[src/rtl/ex_muldiv_unit.sv]
`default_nettype none
// ============================================================================
// Module   : ex_muldiv_unit
// Purpose  : Iterative RV32M multiply/divide unit in the EX stage. Operands
//            and funct3 come straight from ID/EX; the 32-bit result feeds the
//            EX result mux. One multiply/divide step is done per cycle.
// Ports    : clk     - clock, rising edge
//            rst_n   - reset, asynchronous, active-high (historical name)
//            flush   - synchronous abort back to IDLE, beats start
//            start   - M-extension instruction valid in EX
//            op      - funct3 (MUL,MULH,MULHSU,MULHU,DIV,DIVU,REM,REMU)
//            opA/opB - rs1/rs2 after forwarding
//            busy    - combinational stall request to the hazard unit
//            done    - registered one-cycle completion pulse
//            result  - registered result, held until the next completion
// Config   : MULDIV_DIV_EN - when defined, builds the restoring divider;
//            otherwise ops 4-7 complete on the fast path with result 0.
// Revision : 1.0 - initial release
// ============================================================================
module ex_muldiv_unit #(
    parameter int XLEN = 32
) (
    input  logic            clk,
    input  logic            rst_n,
    input  logic            flush,
    input  logic            start,
    input  logic [2:0]      op,
    input  logic [XLEN-1:0] opA,
    input  logic [XLEN-1:0] opB,
    output logic            busy,
    output logic            done,
    output logic [XLEN-1:0] result
);

    typedef enum logic [1:0] {
        S_IDLE = 2'd0,
        S_CALC = 2'd1,
        S_DONE = 2'd2
    } state_t;

    state_t              state, state_nx;
    logic [4:0]          cnt;
    logic [2:0]          op_q;
    logic [XLEN-1:0]     a_mag;
    logic                neg_res;

    // Multiply accumulator: upper half collects partial sums, lower half
    // starts as the multiplier and is shifted out one bit per step.
    logic [2*XLEN-1:0]   acc, acc_nx, prod_fin;
    logic [XLEN:0]       mul_sum;

    logic                a_signed, b_signed, sign_a, sign_b;
    logic [XLEN-1:0]     a_abs, b_abs;
    logic                fast;
    logic [XLEN-1:0]     fast_res, calc_res;
    logic                last;

    always_comb begin
        a_signed = (op == 3'd1) || (op == 3'd2) || (op == 3'd4) || (op == 3'd6);
        b_signed = (op == 3'd1) || (op == 3'd4) || (op == 3'd6);
        sign_a   = a_signed & opA[XLEN-1];
        sign_b   = b_signed & opB[XLEN-1];
        a_abs    = sign_a ? -opA : opA;
        b_abs    = sign_b ? -opB : opB;
    end

    assign last = (state == S_CALC) && (cnt == 5'd31);

    always_comb begin
        mul_sum  = {1'b0, acc[2*XLEN-1:XLEN]} + (acc[0] ? {1'b0, a_mag} : '0);
        acc_nx   = {mul_sum, acc[XLEN-1:1]};
        prod_fin = neg_res ? -acc_nx : acc_nx;
    end

`ifdef MULDIV_DIV_EN
    logic [XLEN-1:0]     b_mag;
    logic                neg_rem;
    logic [XLEN:0]       rem, rem_nx;
    logic [XLEN-1:0]     quo, quo_nx, q_fin, r_fin;
    logic [XLEN+1:0]     shifted, diff;

    // Restoring step: bring in the next dividend bit (MSB first, taken from
    // the top of quo), trial-subtract, keep the difference if no borrow.
    // Quotient bits shift into quo from the bottom as dividend bits leave.
    always_comb begin
        shifted = {rem, quo[XLEN-1]};
        diff    = shifted - {2'b00, b_mag};
        rem_nx  = diff[XLEN+1] ? shifted[XLEN:0] : diff[XLEN:0];
        quo_nx  = {quo[XLEN-2:0], ~diff[XLEN+1]};
        q_fin   = neg_res ? -quo_nx : quo_nx;
        r_fin   = neg_rem ? -rem_nx[XLEN-1:0] : rem_nx[XLEN-1:0];
    end

    // Divide by zero and signed overflow bypass the loop entirely.
    always_comb begin
        fast     = 1'b0;
        fast_res = '0;
        if (op[2]) begin
            if (opB == '0) begin
                fast     = 1'b1;
                fast_res = op[1] ? opA : '1;
            end else if (!op[0] && (opA == {1'b1, {(XLEN-1){1'b0}}}) && (opB == '1)) begin
                fast     = 1'b1;
                fast_res = op[1] ? '0 : opA;
            end
        end
    end

    always_comb begin
        if (op_q[2])
            calc_res = op_q[1] ? r_fin : q_fin;
        else if (op_q == 3'd0)
            calc_res = prod_fin[XLEN-1:0];
        else
            calc_res = prod_fin[2*XLEN-1:XLEN];
    end
`else
    // No divider: every divide/remainder op completes immediately with 0.
    assign fast     = op[2];
    assign fast_res = '0;
    assign calc_res = (op_q == 3'd0) ? prod_fin[XLEN-1:0] : prod_fin[2*XLEN-1:XLEN];
`endif

    always_comb begin
        state_nx = state;
        case (state)
            S_IDLE:  if (start) state_nx = fast ? S_DONE : S_CALC;
            S_CALC:  if (last)  state_nx = S_DONE;
            S_DONE:  state_nx = S_IDLE;
            default: state_nx = S_IDLE;
        endcase
        if (flush) state_nx = S_IDLE;
    end

    assign busy = ((state == S_IDLE) && start && !flush) || (state == S_CALC);

    always_ff @(posedge clk or posedge rst_n) begin
        if (rst_n) begin
            state   <= S_IDLE;
            cnt     <= 5'd0;
            done    <= 1'b0;
            result  <= '0;
            op_q    <= 3'd0;
            a_mag   <= '0;
            neg_res <= 1'b0;
            acc     <= '0;
`ifdef MULDIV_DIV_EN
            b_mag   <= '0;
            neg_rem <= 1'b0;
            rem     <= '0;
            quo     <= '0;
`endif
        end else begin
            state <= state_nx;
            done  <= (state_nx == S_DONE);
            case (state)
                S_IDLE: begin
                    if (start && !flush) begin
                        op_q    <= op;
                        a_mag   <= a_abs;
                        neg_res <= sign_a ^ sign_b;
                        cnt     <= 5'd0;
                        acc     <= {{XLEN{1'b0}}, b_abs};
`ifdef MULDIV_DIV_EN
                        b_mag   <= b_abs;
                        neg_rem <= sign_a;
                        rem     <= '0;
                        quo     <= a_abs;
`endif
                        if (fast) result <= fast_res;
                    end
                end
                S_CALC: begin
                    if (!flush) begin
                        acc <= acc_nx;
`ifdef MULDIV_DIV_EN
                        rem <= rem_nx;
                        quo <= quo_nx;
`endif
                        cnt <= cnt + 5'd1;
                        // Sign correction happens on the final step.
                        if (last) result <= calc_res;
                    end
                end
                default: ;
            endcase
        end
    end

endmodule
`default_nettype wire

[config.mk]
export PLATFORM = sky130hd
export DESIGN_NAME = ex_muldiv_unit
export DESIGN_NICKNAME = d
export VERILOG_FILES = /design/src/rtl/ex_muldiv_unit.sv
export SDC_FILE = /design/constraint.sdc
export NUM_CORES = 1
export LEC_CHECK = 0
export ABC_AREA = 1
export BUFFER_PORTS_ARGS = -buffer_cell sky130_fd_sc_hd__buf_2
export CELL_PAD_IN_SITES_DETAIL_PLACEMENT = 0
export CELL_PAD_IN_SITES_GLOBAL_PLACEMENT = 2
export CORE_MARGIN = 1.5
export CORE_UTILIZATION = 30
export CTS_BUF_LIST = sky130_fd_sc_hd__clkbuf_4 sky130_fd_sc_hd__clkbuf_8
export CTS_CLUSTER_DIAMETER = 50
export DETAILED_ROUTE_END_ITERATION = 8
export PLACE_DENSITY_LB_ADDON = 0.1
export SLEW_MARGIN = 5
export SYNTH_ARGS = -nofsm -noshare
export SYNTH_HDL_FRONTEND = slang
export SYNTH_SLANG_ARGS = --single-unit
[constraint.sdc]
create_clock -name clk -period 4.9 [get_ports clk]
set_clock_uncertainty 0.05 [all_clocks]
set_input_delay 0.98 -clock clk [delete_from_list [all_inputs] [get_ports clk]]
set_output_delay 0.98 -clock clk [all_outputs]
set_load 0.01 [all_outputs]
==> results.md <==
- The buffers plus inverters on the worst setup path is 2.
- The maximum count of clock buffers along a single path is 2.
- The H-tree depth reported by CTS is 4.
- The sequential share of the synthesized area is 29.4%.
- The clock root buffer is sky130_fd_sc_hd__clkbuf_8.
- The floorplan step set the die width to 202 µm.
- The layout cell share with drive strength beyond 1 is 10.7%.
- The required time reported for the critical path endpoint is 5.22 ns.
- The total standard cell area after synthesis is 11900 µm².
- For this configuration, the core starts out at a cell density of 30.6%.
- The area growth from synthesis to layout is 12.6%.
- In this run the number of cells on the critical path is 18.
- Detailed placement finished with a half-perimeter wire length of 36.5 mm.
- The I/O pin count is 105.
- STA classifies the critical path startpoint as a register.
- STA puts the critical path data arrival time at 4.01 ns.
- The class of the worst hold path is reg -> reg.
- The normalized max-slew margin is 39.9%.
- The total detailed-routing wirelength is 45.1 mm.
- At the end of routability-driven placement, the weighted congestion stood at 0.866.
- Once layout is complete, the cells apart from fillers number 2542.
- The cell area reported after detailed placement is 13000 µm².
- The finished cells cover 13400 µm².
- The design draws 4290 µW.
- The number of design-rule violations left by the first detailed-router iteration is 787.
- The leakage power summed over all cells is 0.00735 µW.
- For the pin with the worst max-slew slack, the measured transition is 0.901 ns.
- Max-cap violations in this run came to 0.
- The net total in the final layout is 2120.
- The number of fill cells is 4446.
- The number of global-route vias before repair is 11800.
- The setup path with the least slack is of type reg -> reg.
- The share of synthesized registers carrying an async set or reset is 100%.
- Yosys attributes the largest share of cell area to sky130_fd_sc_hd__dfrtp_1 (29%), sky130_fd_sc_hd__nand2_1 (21%), sky130_fd_sc_hd__inv_1 (8.9%).
- The first global-routing pass estimated 70.1 mm of wire.
- The run finished with clean final reports.
- The routed length per placed instance is 17.8 µm.
- Broken down by cell family, the worst path's largest delay share belongs to simple AND/OR/NAND/NOR gates.
- The number of instances in the placed design is 2510.
- The largest fanout on the critical path is 18.
- The die covers 40900 µm².
- After detailed routing, the number of remaining DRC violations is 0.
- Timing would allow up to 0.272 GHz.
- In this run the mean area of a mapped cell was 6.17 µm².
- The total setup buffers inserted after CTS is 0.
- Of the post-synthesis cell area, the dominant cell type holds 29.4%.
- The summed negative setup slack over all endpoints is 0 ns.
- The number of clock sinks seen by CTS is 140.
- The count of final setup violators is 0.
- Dividing the detail-routed via count by the number of cells gives 4.82.
- The worst setup path is captured at a register.
- The number of antenna violations at the first check in global routing is 0.
- Buffers inserted during clock tree synthesis total 17.
- The tightest hold path in the finished design has a slack of 0.415 ns.
- Sorting the synthesized cells by how often they occur yields sky130_fd_sc_hd__nand2_1 (666), sky130_fd_sc_hd__inv_1 (283), sky130_fd_sc_hd__nor2_1 (183).
- The biggest area contributor in the post-synthesis netlist is sky130_fd_sc_hd__dfrtp_1.
- The clock network latency to the later pin of the worst-skew pair is 0.50 ns.
- The clock period minus final worst setup slack is 3.68 ns.
- The final count of pins violating max slew was 0.
- The clock input transition at the sequential cells of the worst setup and hold paths is 0.09 ns.
- The number of cells produced by synthesis is 1928.
- The largest net degree at the start of global routing is 66.
- The number of gates resized after CTS is 0.
- TritonCTS built the clock tree.
- The quantity of hold-fixing buffers added after cts is 0.
- The sequential cells in the finished layout cover a total of 3500 µm².
- After synthesis, the netlist uses 50 different library cells.
- The worst path uses 75.2% of the clock period.
- The number of nets in the synthesized netlist is 2037.
- The die span in y is 202 µm.
- The signal on the critical path passes through nand2_1, inv_1, ha_1, fa_1, nand2_1, nand3_2, xnor2_1, nand2_1, nor2_1, nand2_1, nor2_2, nor2_1, inv_2, nand3_1, nand2_1, nand2_1, o21ai_1, nand2_1.
- The floorplan has 72 rows.
- Yosys mapped a number of flops with a built-in enable equal to 0.
- Among all stages on the critical path, the largest delay is contributed by sky130_fd_sc_hd__dfrtp_1.
- The count of synthesis-stage warnings from yosys is 0.
- The total overflow left after global routing is 0.
- For this block, the via count after detailed routing is 12300.
- The core box area is 38900 µm².
- The cell depth of the worst flop-to-flop path is 18.
- The first detailed-routing pass took 5 iterations.
- The most used standard cell by instance count after synthesis is sky130_fd_sc_hd__nand2_1.
- For this run, the leading register cell type out of synthesis is sky130_fd_sc_hd__dfrtp_1.
- The final-report hold violation count is 0.
- In the final layout, the multi-input gates occupy 7080 µm².
- Along the worst hold path, the cell count comes to 1.
- Setup repair after global routing left no endpoint under its margin.
- In the global route stage, overall resource usage came out at 22.5%.
- Across the VDD grid, the largest voltage drop is 0.139 mV.
- The power density relative to cell area is 320 nW/µm².
- The maximum cell stage delay along the critical path is 0.58 ns.
- The number of inserted diodes is 0.
- The antenna violation net count after detailed routing is 0.
- By instance count, the cell type seen most on the critical path is sky130_fd_sc_hd__nand2_1.
- After synthesis the netlist holds a flip-flop and latch count of 140.
- Buffers placed on the I/O ports in this run total 104.
[flip-flops by register name, summed over array words and instances (netlist names)]
name     cells
a_mag       32
acc         64
cnt          5
done         1
neg_res      1
op_q         3
result      32
state        2
[path summary, 6_finish.rpt]
| kind | endpoint | start | slack (ns) |
|---|---|---|---|
| worst min-delay path | cnt[3] | cnt[3] | 0.42 |
| worst max-delay path | result[24] | acc[0] | 1.22 |
| worst max register to register | result[24] | acc[0] | 1.22 |
| max in group asynchronous | cnt[0] | rst_n | 3.25 |
| min in group asynchronous | cnt[2] | rst_n | 0.53 |
| worst min register to register | cnt[3] | cnt[3] | 0.42 |
[layer usage]
layer	wire [µm]	up-vias	global-route usage (%)	share of wire, %
li1	-	6303	-	-
met1	22500	5673	32.4	50
met2	20000	248	35.3	44
met3	1490	38	2.58	3.3
met4	1100	0	6.83	2.4
met5	0	-	0	0
[where the power goes]
group / internal (µW) / switching [µW] / total, µW
clock: 553 / 513 / 1070
sequential: 1310 / 192 / 1500
combinational: 535 / 1200 / 1730
[layout by cell type (no fill, tap or decap), drive strengths merged, types with 2 or more instances in the layout]
cell        n
nand3b     10
clkbuf     17
o211ai      5
nand3     136
clkinv      8
nand4      28
dfrtp     140
clkinvlp    3
bufinv      4
inv       292
a31oi       9
a32o        3
ha         37
nor3       28
and2        2
o31ai       4
nor2      199
or2         5
nand2     681
buf       119
and3        2
nor4        7
o221ai     32
o21bai      2
xor2       43
xnor2       9
o21ai     118
a21oi      74
[cell families after synthesis]
| family | share of synthesized area, % |
|---|---|
| AOI/OAI and AO/OA | 12.3 |
| buffers and inverters | 11.2 |
| muxes | 0.0841 |
| adders and majority gates | 4.06 |
| DFF | 29.4 |
| and+or+nand+nor | 39.1 |
| xor gates and xnor gates | 3.89 |
[final cells by class]
class / instances / share of cell area, %
Inverter: 292 / 8.21
Clock inverter: 15 / 1.47
Multi-Input combinational cell: 1441 / 52.8
Clock buffer: 17 / 1.75
Timing Repair Buffer: 119 / 4.82
Sequential cell: 140 / 26.1
Tap cell: 518 / 4.83
[stage by stage]
stage | util [%] | setup slack, ns
5_1_grt | 34.4 | 0.838
3_5_place_dp | 33.3 | 1.17
6_report | 34.4 | 1.22
2_1_floorplan | - | 0.117
4_1_cts | 34.4 | 1.18
3_3_place_gp | 33.3 | 1.17
(Power assumes the default switching activity.)
